<file path="src/rtl/smc_wr_strobe_gen19.sv">
// Registered write-strobe generator for the static memory controller.
// Sequences setup, pulse and hold phases and drives the active-low byte enables and write strobe.
module smc_wr_strobe_gen19 #(
  parameter int unsigned NUM_BE = 4,
  parameter int unsigned CNT_W  = 4
) (
  input  logic              sys_clk19,
  input  logic              n_sys_reset19,
  input  logic              wr_req,
  input  logic [NUM_BE-1:0] wr_be,
  input  logic [CNT_W-1:0]  cfg_setup,
  input  logic [CNT_W-1:0]  cfg_pulse,
  input  logic [CNT_W-1:0]  cfg_hold,
  input  logic              cfg_full,
  input  logic              abort,
  output logic              wr_ack,
  output logic              busy,
  output logic              done,
  output logic [NUM_BE-1:0] smc_n_we,
  output logic              smc_n_wr
);

  typedef enum logic [1:0] {
    IDLE   = 2'd0,
    SETUP  = 2'd1,
    STROBE = 2'd2,
    HOLD   = 2'd3
  } state_t;

  state_t            state_q, state_d;
  logic [CNT_W-1:0]  cnt_q, cnt_d;
  logic [NUM_BE-1:0] be_q;
  logic              full_q;
  logic [CNT_W-1:0]  pulse_q;
  logic [CNT_W-1:0]  hold_q;
  logic              done_pend_q;
  logic              accept_c;
  logic              end_c;
  logic              strobe_on_c;

  // Counter reload for the strobe phase; a zero pulse count still gives one cycle.
  function automatic logic [CNT_W-1:0] pulse_load(input logic [CNT_W-1:0] p);
    pulse_load = (p == '0) ? '0 : p - CNT_W'(1);
  endfunction

  // State register.
  always_ff @(posedge sys_clk19 or negedge n_sys_reset19) begin
    if (!n_sys_reset19) begin
      state_q <= IDLE;
      cnt_q   <= '0;
    end else begin
      state_q <= state_d;
      cnt_q   <= cnt_d;
    end
  end

  // Next-state logic; the counter holds the remaining cycles minus one in each phase.
  always_comb begin
    state_d  = state_q;
    cnt_d    = cnt_q;
    accept_c = 1'b0;
    end_c    = 1'b0;
    case (state_q)
      IDLE: begin
        if (wr_req) begin
          accept_c = 1'b1;
          if (cfg_setup != '0) begin
            state_d = SETUP;
            cnt_d   = cfg_setup - CNT_W'(1);
          end else begin
            state_d = STROBE;
            cnt_d   = pulse_load(cfg_pulse);
          end
        end
      end
      SETUP: begin
        if (cnt_q == '0) begin
          state_d = STROBE;
          cnt_d   = pulse_load(pulse_q);
        end else begin
          cnt_d = cnt_q - CNT_W'(1);
        end
      end
      STROBE: begin
        if (cnt_q == '0) begin
          if (hold_q != '0) begin
            state_d = HOLD;
            cnt_d   = hold_q - CNT_W'(1);
          end else begin
            state_d = IDLE;
            end_c   = 1'b1;
          end
        end else begin
          cnt_d = cnt_q - CNT_W'(1);
        end
      end
      HOLD: begin
        if (cnt_q == '0) begin
          state_d = IDLE;
          end_c   = 1'b1;
        end else begin
          cnt_d = cnt_q - CNT_W'(1);
        end
      end
      default: state_d = IDLE;
    endcase
    if (abort && (state_q != IDLE)) begin
      state_d = IDLE;
      cnt_d   = '0;
      end_c   = 1'b0;
    end
  end

  // Pins are re-timed from the current state, so STROBE is always followed by a high cycle.
  assign strobe_on_c = (state_q == STROBE) && !abort;

  // Access parameters frozen at acceptance.
  always_ff @(posedge sys_clk19 or negedge n_sys_reset19) begin
    if (!n_sys_reset19) begin
      be_q    <= '0;
      full_q  <= 1'b0;
      pulse_q <= '0;
      hold_q  <= '0;
    end else if (accept_c) begin
      be_q    <= wr_be;
      full_q  <= cfg_full;
      pulse_q <= cfg_pulse;
      hold_q  <= cfg_hold;
    end
  end

  // Registered handshake and pin outputs.
  always_ff @(posedge sys_clk19 or negedge n_sys_reset19) begin
    if (!n_sys_reset19) begin
      wr_ack      <= 1'b0;
      busy        <= 1'b0;
      done_pend_q <= 1'b0;
      done        <= 1'b0;
      smc_n_we    <= '1;
      smc_n_wr    <= 1'b1;
    end else begin
      wr_ack      <= accept_c;
      busy        <= (state_d != IDLE);
      done_pend_q <= end_c;
      done        <= done_pend_q;
      smc_n_we    <= strobe_on_c ? ~(be_q & {NUM_BE{full_q}}) : '1;
      smc_n_wr    <= strobe_on_c ? ~full_q : 1'b1;
    end
  end

endmodule

</file>
<file path="config.mk">
export PLATFORM = sky130hd
export DESIGN_NAME = smc_wr_strobe_gen19
export DESIGN_NICKNAME = d
export VERILOG_FILES = /design/src/rtl/smc_wr_strobe_gen19.sv
export SDC_FILE = /design/constraint.sdc
export NUM_CORES = 1
export LEC_CHECK = 0
export CORE_MARGIN = 1.5
export CORE_UTILIZATION = 55
export CTS_BUF_LIST = sky130_fd_sc_hd__clkbuf_4 sky130_fd_sc_hd__clkbuf_8 sky130_fd_sc_hd__clkbuf_16
export CTS_CLUSTER_SIZE = 12
export DETAILED_ROUTE_END_ITERATION = 10
export GPL_ROUTABILITY_DRIVEN = 1
export PLACE_DENSITY_LB_ADDON = 0.2
export SLEW_MARGIN = 20
export SYNTH_ARGS = -nofsm -noshare
export SYNTH_HDL_FRONTEND = slang
export SYNTH_SLANG_ARGS = --single-unit
</file>
<file path="constraint.sdc">
create_clock -name sys_clk19 -period 6 [get_ports sys_clk19]
set_input_delay 0.9 -clock sys_clk19 [delete_from_list [all_inputs] [get_ports sys_clk19]]
set_output_delay 0.9 -clock sys_clk19 [all_outputs]
set_load 0.02 [all_outputs]
</file>
==> Word-level counts from Yosys, hierarchy flattened <==
Index checks and enable logic that the tools add are counted.
W data, S select, Z words.
{ "word_totals": {"ff_bits": 28, "inputBits": 21, "out_inout_bits": 8, "wordCells": 65} }
{ "op_classes": {"addsub": 5, "n_eq_ne": 6, "n_mux": 27, "n_bitwise": 3, "reduce_logical": 12} }
{ "ops": {"columns": ["op", "n"], "rows": [
  ["$mux W4", 10],
  ["$sub A4 B1 Y4 const B", 5],
  ["$pmux W4 S4", 1],
  ["$mux W2", 7],
  ["$logic_not A4 Y1", 3],
  ["$pmux W2 S4", 1],
  ["$reduce_bool A4 Y1", 2],
  ["$mux W1", 7],
  ["$ne A3 B3 Y1 const B", 2],
  ["$and A4 B4 Y4", 1],
  ["$eq A2 B2 Y1 const B", 2],
  ["$ne A4 B4 Y1 const B", 1],
  ["$not A4 Y4", 1],
  ["$reduce_bool A2 Y1", 2],
  ["$reduce_and A3 Y1", 1],
  ["$eq A2 B1 Y1 const B", 1],
  ["$logic_and A1 B1 Y1", 2],
  ["$logic_not A2 Y1", 1],
  ["$pmux W1 S2", 1],
  ["$logic_not A1 Y1", 1],
  ["$not A1 Y1", 1]
]} }

==> Longest topological paths before layout <==
Gate-level depths: netlist of the first run.
{ "logic_depth": {"depth_word": 6, "mapped_depth": 8, "depth_no_buf": 7} }

==> Worst setup path before layout of the first run <==
No wires, ideal clock.
{ "synth_path": {"kind": "input-to-reg", "startpoint": "input cfg_setup[0]", "endpoint": "register cnt_q[2]", "setup_time_ps": 122, "t_arrival_ps": 2290, "required_ps": 5878, "path_slack_ps": 3588, "stages": 7, "n_path_buf": 0, "path_cell_list": "inv_1 > ha_1 > nor3b_1 > inv_1 > a221oi_1 > nand2_1 > a32o_1"} }
{ "synth_between": {"elab_chain_cells": 5, "word_cells_on_any_way": 6, "cone_classes": "add/sub (1); mux (4); reduce/logical (1)"} }
{ "synth_lines": {"columns": ["element", "line_no", "rtl"], "rows": [
  ["start, declared", "11", "input logic [CNT_W-1:0] cfg_setup,"],
  ["$sub A4 B1 Y4 or $reduce_bool A4 Y1 (tied branches)", "69, 67", null],
  ["$mux W4 (*)", "67", "if (cfg_setup != '0) begin"],
  ["$mux W4 (*)", "65", "if (wr_req) begin"],
  ["$pmux W4 S4 (*)", "63", "case (state_q)"],
  ["$mux W4 (*)", "107", "if (abort && (state_q != IDLE)) begin"],
  ["end signal, assigned", "53", "cnt_q <= cnt_d;"],
  ["end, declared", "31", "logic [CNT_W-1:0] cnt_q, cnt_d;"]
]} }
Mark *: on every way between the ends. The rest lies on a longest branch, timed or not. The select of a mux whose other input is x is not followed.
A chain may end at the register's enable or synchronous reset.

==> Worst setup path in the final report of the first run <==
{ "layout_path": {"startpoint": "input cfg_setup[0]", "endpoint": "register cnt_q[3]"} }
The elaborated chain is that of the path after synthesis.

==> results of run 1 <==
[kinds of logic after synthesis]
kind of cell               synth area share (%)
buffers and inverters                      6.09
muxes                                      7.75
AOI/OAI and AO/OA                          12.3
adders and majority gates                  7.12
xor gates and xnor gates                   1.11
DFF                                        44.7
and+or+nand+nor                            20.9
[path summary, 6_finish.rpt]
kind                                         end  depth (start not counted)
max reg2reg                 cnt_q[1]$_DFFE_PN0P_                          7
max in group asynchronous  smc_n_we[1]$_DFF_PN1_                          2
min in group asynchronous  hold_q[3]$_DFFE_PN0P_                          2
max                         cnt_q[3]$_DFFE_PN0P_                          8
min reg2reg                       done$_DFF_PN0_                          0
min                               done$_DFF_PN0_                          0
[worst max-delay path: stages]
cell and delay, ns:
clkdlybuf4s50_1 0.45, inv_1 0.10, ha_1 0.23, nor3b_1 0.46, inv_1 0.09, a221oi_1 0.33
nand2_1 0.18, o211a_1 0.26
[flip-flops by register name, indices dropped and copies added (netlist names)]
register,flops
be_q,4
busy,1
cnt_q,4
done,1
done_pend_q,1
full_q,1
hold_q,4
pulse_q,4
smc_n_we,4
smc_n_wr,1
state_q,2
wr_ack,1
[synthesized netlist by cell type (all sizes together) (3+ instances only)]
master | n | area [sq um]
a211oi | 3 | 22.5
a21oi | 3 | 15.0
a32o | 3 | 30.0
buf | 3 | 21.3
dfrtp | 23 | 576
dfstp | 5 | 131
ha | 9 | 113
inv | 18 | 67.6
mux2 | 10 | 113
nand2 | 13 | 48.8
nand2b | 4 | 25.0
nor2 | 8 | 48.8
nor2b | 5 | 31.3
nor3 | 6 | 30.0
nor3b | 4 | 30.0
nor4 | 3 | 25.0
o21ai | 6 | 30.0
[power by group]
| group | total, W | leakage, nW | switching (W) | internal (W) |
|---|---|---|---|---|
| clock network | 0.0000856 | 0.0184 | 0.0000549 | 0.0000306 |
| registers | 0.000334 | 0.336 | 0.0000733 | 0.000261 |
| logic | 0.000404 | 0.472 | 0.000207 | 0.000196 |
| total | 0.000823 | 0.827 | 0.000335 | 0.000488 |
[routing by layer]
layer / vias up / part of all wire (%)
met4: 0 / 2.4
li1: 600 / -
met5: - / 0
met3: 10 / 4.1
met2: 42 / 48
met1: 579 / 46
[metrics by stage]
step,total power (W),cell area (sq um)
after floorplan,0.000631,1580
after global placement,0.000714,1890
after detailed placement,0.000733,1890
after CTS,0.000822,1920
after global routing,0.000885,1920
final,0.000823,1920
[cell type report]
cell class	instances	area, sq um	area share (%)
well taps	31	38.8	2.02
clock buffers	4	30.0	1.56
flip-flops and latches	28	707	36.8
repair buffers	30	295	15.4
multi-input cells	103	783	40.8
inverters	18	67.6	3.52
==> flow_summary.ini, run 1 <==
[cts]
cts_buffers = 3
cts_tree = yes
cts_resized = 0
clkTransAtPathRegs_ns = 0.15
cts_root_buffer = clkbuf_4
cts_buffer_depth = 2
post-cts-setup-buffer-count = 0
clkLatencyLatePin_ns = 0.33
holdBufCountCts = 0
clock_sinks = 28
cts_max_level = 1

[die]
fp.dieArea_sq_um = 3210
start_util_pct = 57.8
core_area_sq_um = 2730
rows = 19
io_pins = 29
die_h_microns = 56.6
die_width_microns = 56.6

[finish]
stdcell_count = 214
fillers = 223
area_growth_pct = 21.5
diodes = 0
drive_above_1_share_pct = 14.8
final_util_pct = 70.3
mostFrequentLayoutCell = clkdlybuf4s50_1
mostFrequentLayoutCells = 28 x clkdlybuf4s50_1, 23 x dfrtp_1, 18 x inv_1
nets = 214

[sta]
setup_viol = 0
min_period_ns = 2.75
period_share_pct = 45.8
relSlewSlack_pct = 53.8
tightest_slew_ns = 0.691
skew_ns = 0.0121
hold_viol = 0
drv_slew = 0
setup_tns_ns = 0
rsz0062_at_grt = no
setup_slack_ns = 3.25
max_clock_freq_mhz = 364
holdWs_ns = 0.384

[global_routing]
grt_overflow = 0
use_met3_pct = 3.00
grt_usage_pct = 22.4
antenna_found_initial = 0
grt_use_met2_pct = 35.9
grt_pass1_vias = 1261
grt_pass1_wl_microns = 5520
grtUsageMet1_pct = 29.9
grt_max_degree = 29
gr-max-usage-layer = met2

[worst_setup_path]
critPathKind = input pin to register
rr_startpoint = cnt_q[0]$_DFFE_PN0P_
reg2reg_slack_ns = 3.56
cp_max_fo = 5
required_ns = 6.25
start_kind = input pin
cp-end-kind = register
arrival_ns = 2.99
crit_start = cfg_setup[0]

[pwr]
ir_drop_uv = 348
power_density_nw_per_um2 = 428
leakagePower_nw = 0.827

[place]
portBuffers = 28
dp.cells = 210
dp_hpwl_microns = 2350
dp_slack_ns = 2.91
gp_congestion = 0.922

[drt]
first_pass_iters = 5
antenna_left = 0
drt_iter0_markers = 63
finalWirelength_microns = 3220
remaining_drc_errors = 0
via_count = 1231
wl_per_cell_microns = 15.0
via_per_inst = 5.75

[synthesis]
syn_inst = 154
ys_seq_area_share_pct = 44.7
ys.warnings.count = 0
synthArstFlopShare_pct = 100
synth_nets = 184
ys_ff_latch = 28
synth-edff-count = 0
post_synth.cell_area_avg_sq_um = 10.3
ys.flop_type = dfrtp_1
synth_area_sq_um = 1580
yosysUniqueCellTypes = 46

[worst_hold_path]
hold_start = done_pend_q$_DFF_PN0_
min-delay-path-class = register to register

[run]
drv_cap = 0

[run_status]
status = finished clean
(Power assumes the default switching activity.)
==> run 2: changes to the inputs <==
Settings changed: CORE_UTILIZATION 55 to 47.
Clock period 6 ns to 2.3 ns, I/O delays scaled along.
==> run 2 against run 1 <==
Effect of this change:
- via count grew 4.9%
- sequential power is 150% higher
- clock power rose to 3.8 times the previous value
- core utilization fell by 3.6 points
- first-iteration DRC count fell by 14%
- total power grew to 2.9 times the previous value
- sequential cell count did not move
- combinational power rose to 3.1 times the previous value
- final cell count increased by 13%
==> flow_summary.ini, run 2 (synthesis gave the netlist of run 1 again) <==
[worst_setup_path]
cp_cell_sequence = inv_1 -> ha_2 -> or3b_4 -> nor2_8 -> nor4_2 -> or4_1 -> a32o_1
start_kind = register
worstSetupEndpoint = cnt_q[1]$_DFFE_PN0P_
slowest_stage = or4_1
critPathKind = register to register
cp-end-kind = register
rr_startpoint = cnt_q[1]$_DFFE_PN0P_
crit_path_max_incr_delay_ns = 0.50
crit_start = cnt_q[1]$_DFFE_PN0P_
required_ns = 2.53
r2r_cells = 7
cp_max_fo = 4
timing.rr.end = cnt_q[1]$_DFFE_PN0P_
arrival_ns = 2.42
reg2reg_slack_ns = 0.12

[place]
dp_hpwl_microns = 2650
dp.cells = 236
gp_congestion = 0.811
portBuffers = 28

[sta]
hold_viol = 0
setup_viol = 0
min_period_ns = 2.18
rsz0062_at_grt = no
max_clock_freq_mhz = 458
period_share_pct = 94.9
setup_tns_ns = 0
tightest_slew_ns = 0.524
relSlewSlack_pct = 64.9
drv_slew = 0
skew_ns = 0.00316

[run_status]
status = finished clean

[cts]
cts_max_level = 1
clkTransAtPathRegs_ns = 0.15
clkLatencyLatePin_ns = 0.33
cts_root_buffer = clkbuf_4
cts_tree = yes
cts_buffers = 3
holdBufCountCts = 0
clock_sinks = 28
cts_buffer_depth = 2

[die]
fp.dieArea_sq_um = 3720
die_width_microns = 61.0
io_pins = 29
start_util_pct = 50.6
rows = 20
die_h_microns = 61.0
core_area_sq_um = 3130

[global_routing]
antenna_found_initial = 0
grt_overflow = 0
grt_max_degree = 29
grt_pass1_vias = 1285
grt_pass1_wl_microns = 5770
grt_usage_pct = 21.1

[finish]
mostFrequentLayoutCell = clkdlybuf4s50_1
drive_above_1_share_pct = 23.4
area_growth_pct = 31.9
nets = 228
diodes = 0
stdcell_count = 241
mostFrequentLayoutCells = 28 x clkdlybuf4s50_1, 23 x dfrtp_1, 18 x inv_1

[worst_hold_path]
hold_start = done_pend_q$_DFF_PN0_
min-delay-path-class = register to register

[drt]
wl_per_cell_microns = 14.5
via_count = 1291
antenna_left = 0
remaining_drc_errors = 0
first_pass_iters = 4
finalWirelength_microns = 3490
drt_iter0_markers = 54
via_per_inst = 5.36

[pwr]
power_density_nw_per_um2 = 1150
power_w = 0.00239
leakagePower_nw = 0.907
ir_drop_uv = 628

[run]
drv_cap = 0
==> run 2: routing by layer <==
layer  vias up  track usage [%]  part of all wire, %
li1        632                -                    -
met1       628             29.1                   48
met2        23             34.6                   47
met3         8             2.52                  3.0
met4         0             7.45                  1.6
met5         -                0                    0
==> run 2: stage by stage <==
step	area (sq um)	hold slack [ns]	setup WS [ns]	util, %
after detailed placement	2010	0.339	-0.0683	64.1
final	2090	0.371	0.117	66.7
after floorplan	1580	0.0494	0.159	-
after global placement	2010	0.341	0.0384	64.1
after global routing	2090	0.378	0.0192	66.7
after CTS	2070	0.374	0.0351	66.1
==> run 2: final cells by class <==
type	count	area, sq um
clock buffer	3	22.5
clock inverter	1	30.0
fill	250	1040
inverter	18	67.6
multi-input combinational	103	803
sequential	28	707
tap	44	55.1
timing repair buffer	44	400
==> run 2: worst min path at each step <==
stage	to	slack (ns)	cells after the start
final	done$_DFF_PN0_	0.37	0
after global routing	done$_DFF_PN0_	0.38	0
after CTS	done$_DFF_PN0_	0.37	0
after detailed placement	done$_DFF_PN0_	0.34	0
after global placement	done$_DFF_PN0_	0.34	0
after floorplan	be_q[0]$_DFFE_PN0P_	0.05	0
==> run 2: repair_timing <==
| item | CTS | global route |
|---|---|---|
| pin swaps | 0 | 1 |
| gates resized for setup | 2 | 3 |
| setup buffers | 0 | 1 |
| setup endpoints to repair | 4 | 4 |
==> run 2: report_power, final <==
part           switching (W)  internal (W)  total, W
logic               0.000611      0.000629   0.00124
clock network       0.000146      0.000176  0.000322
registers           0.000147      0.000681  0.000828
total               0.000904       0.00149   0.00239
==> run 2: critical path, delay by kind of cell (launching register included) <==
family	cells	cell delay (ns)
buf+inv	1	0.11
flops	1	0.42
compound gates	1	0.26
fa+ha+maj	1	0.22
simple gates	4	1.08
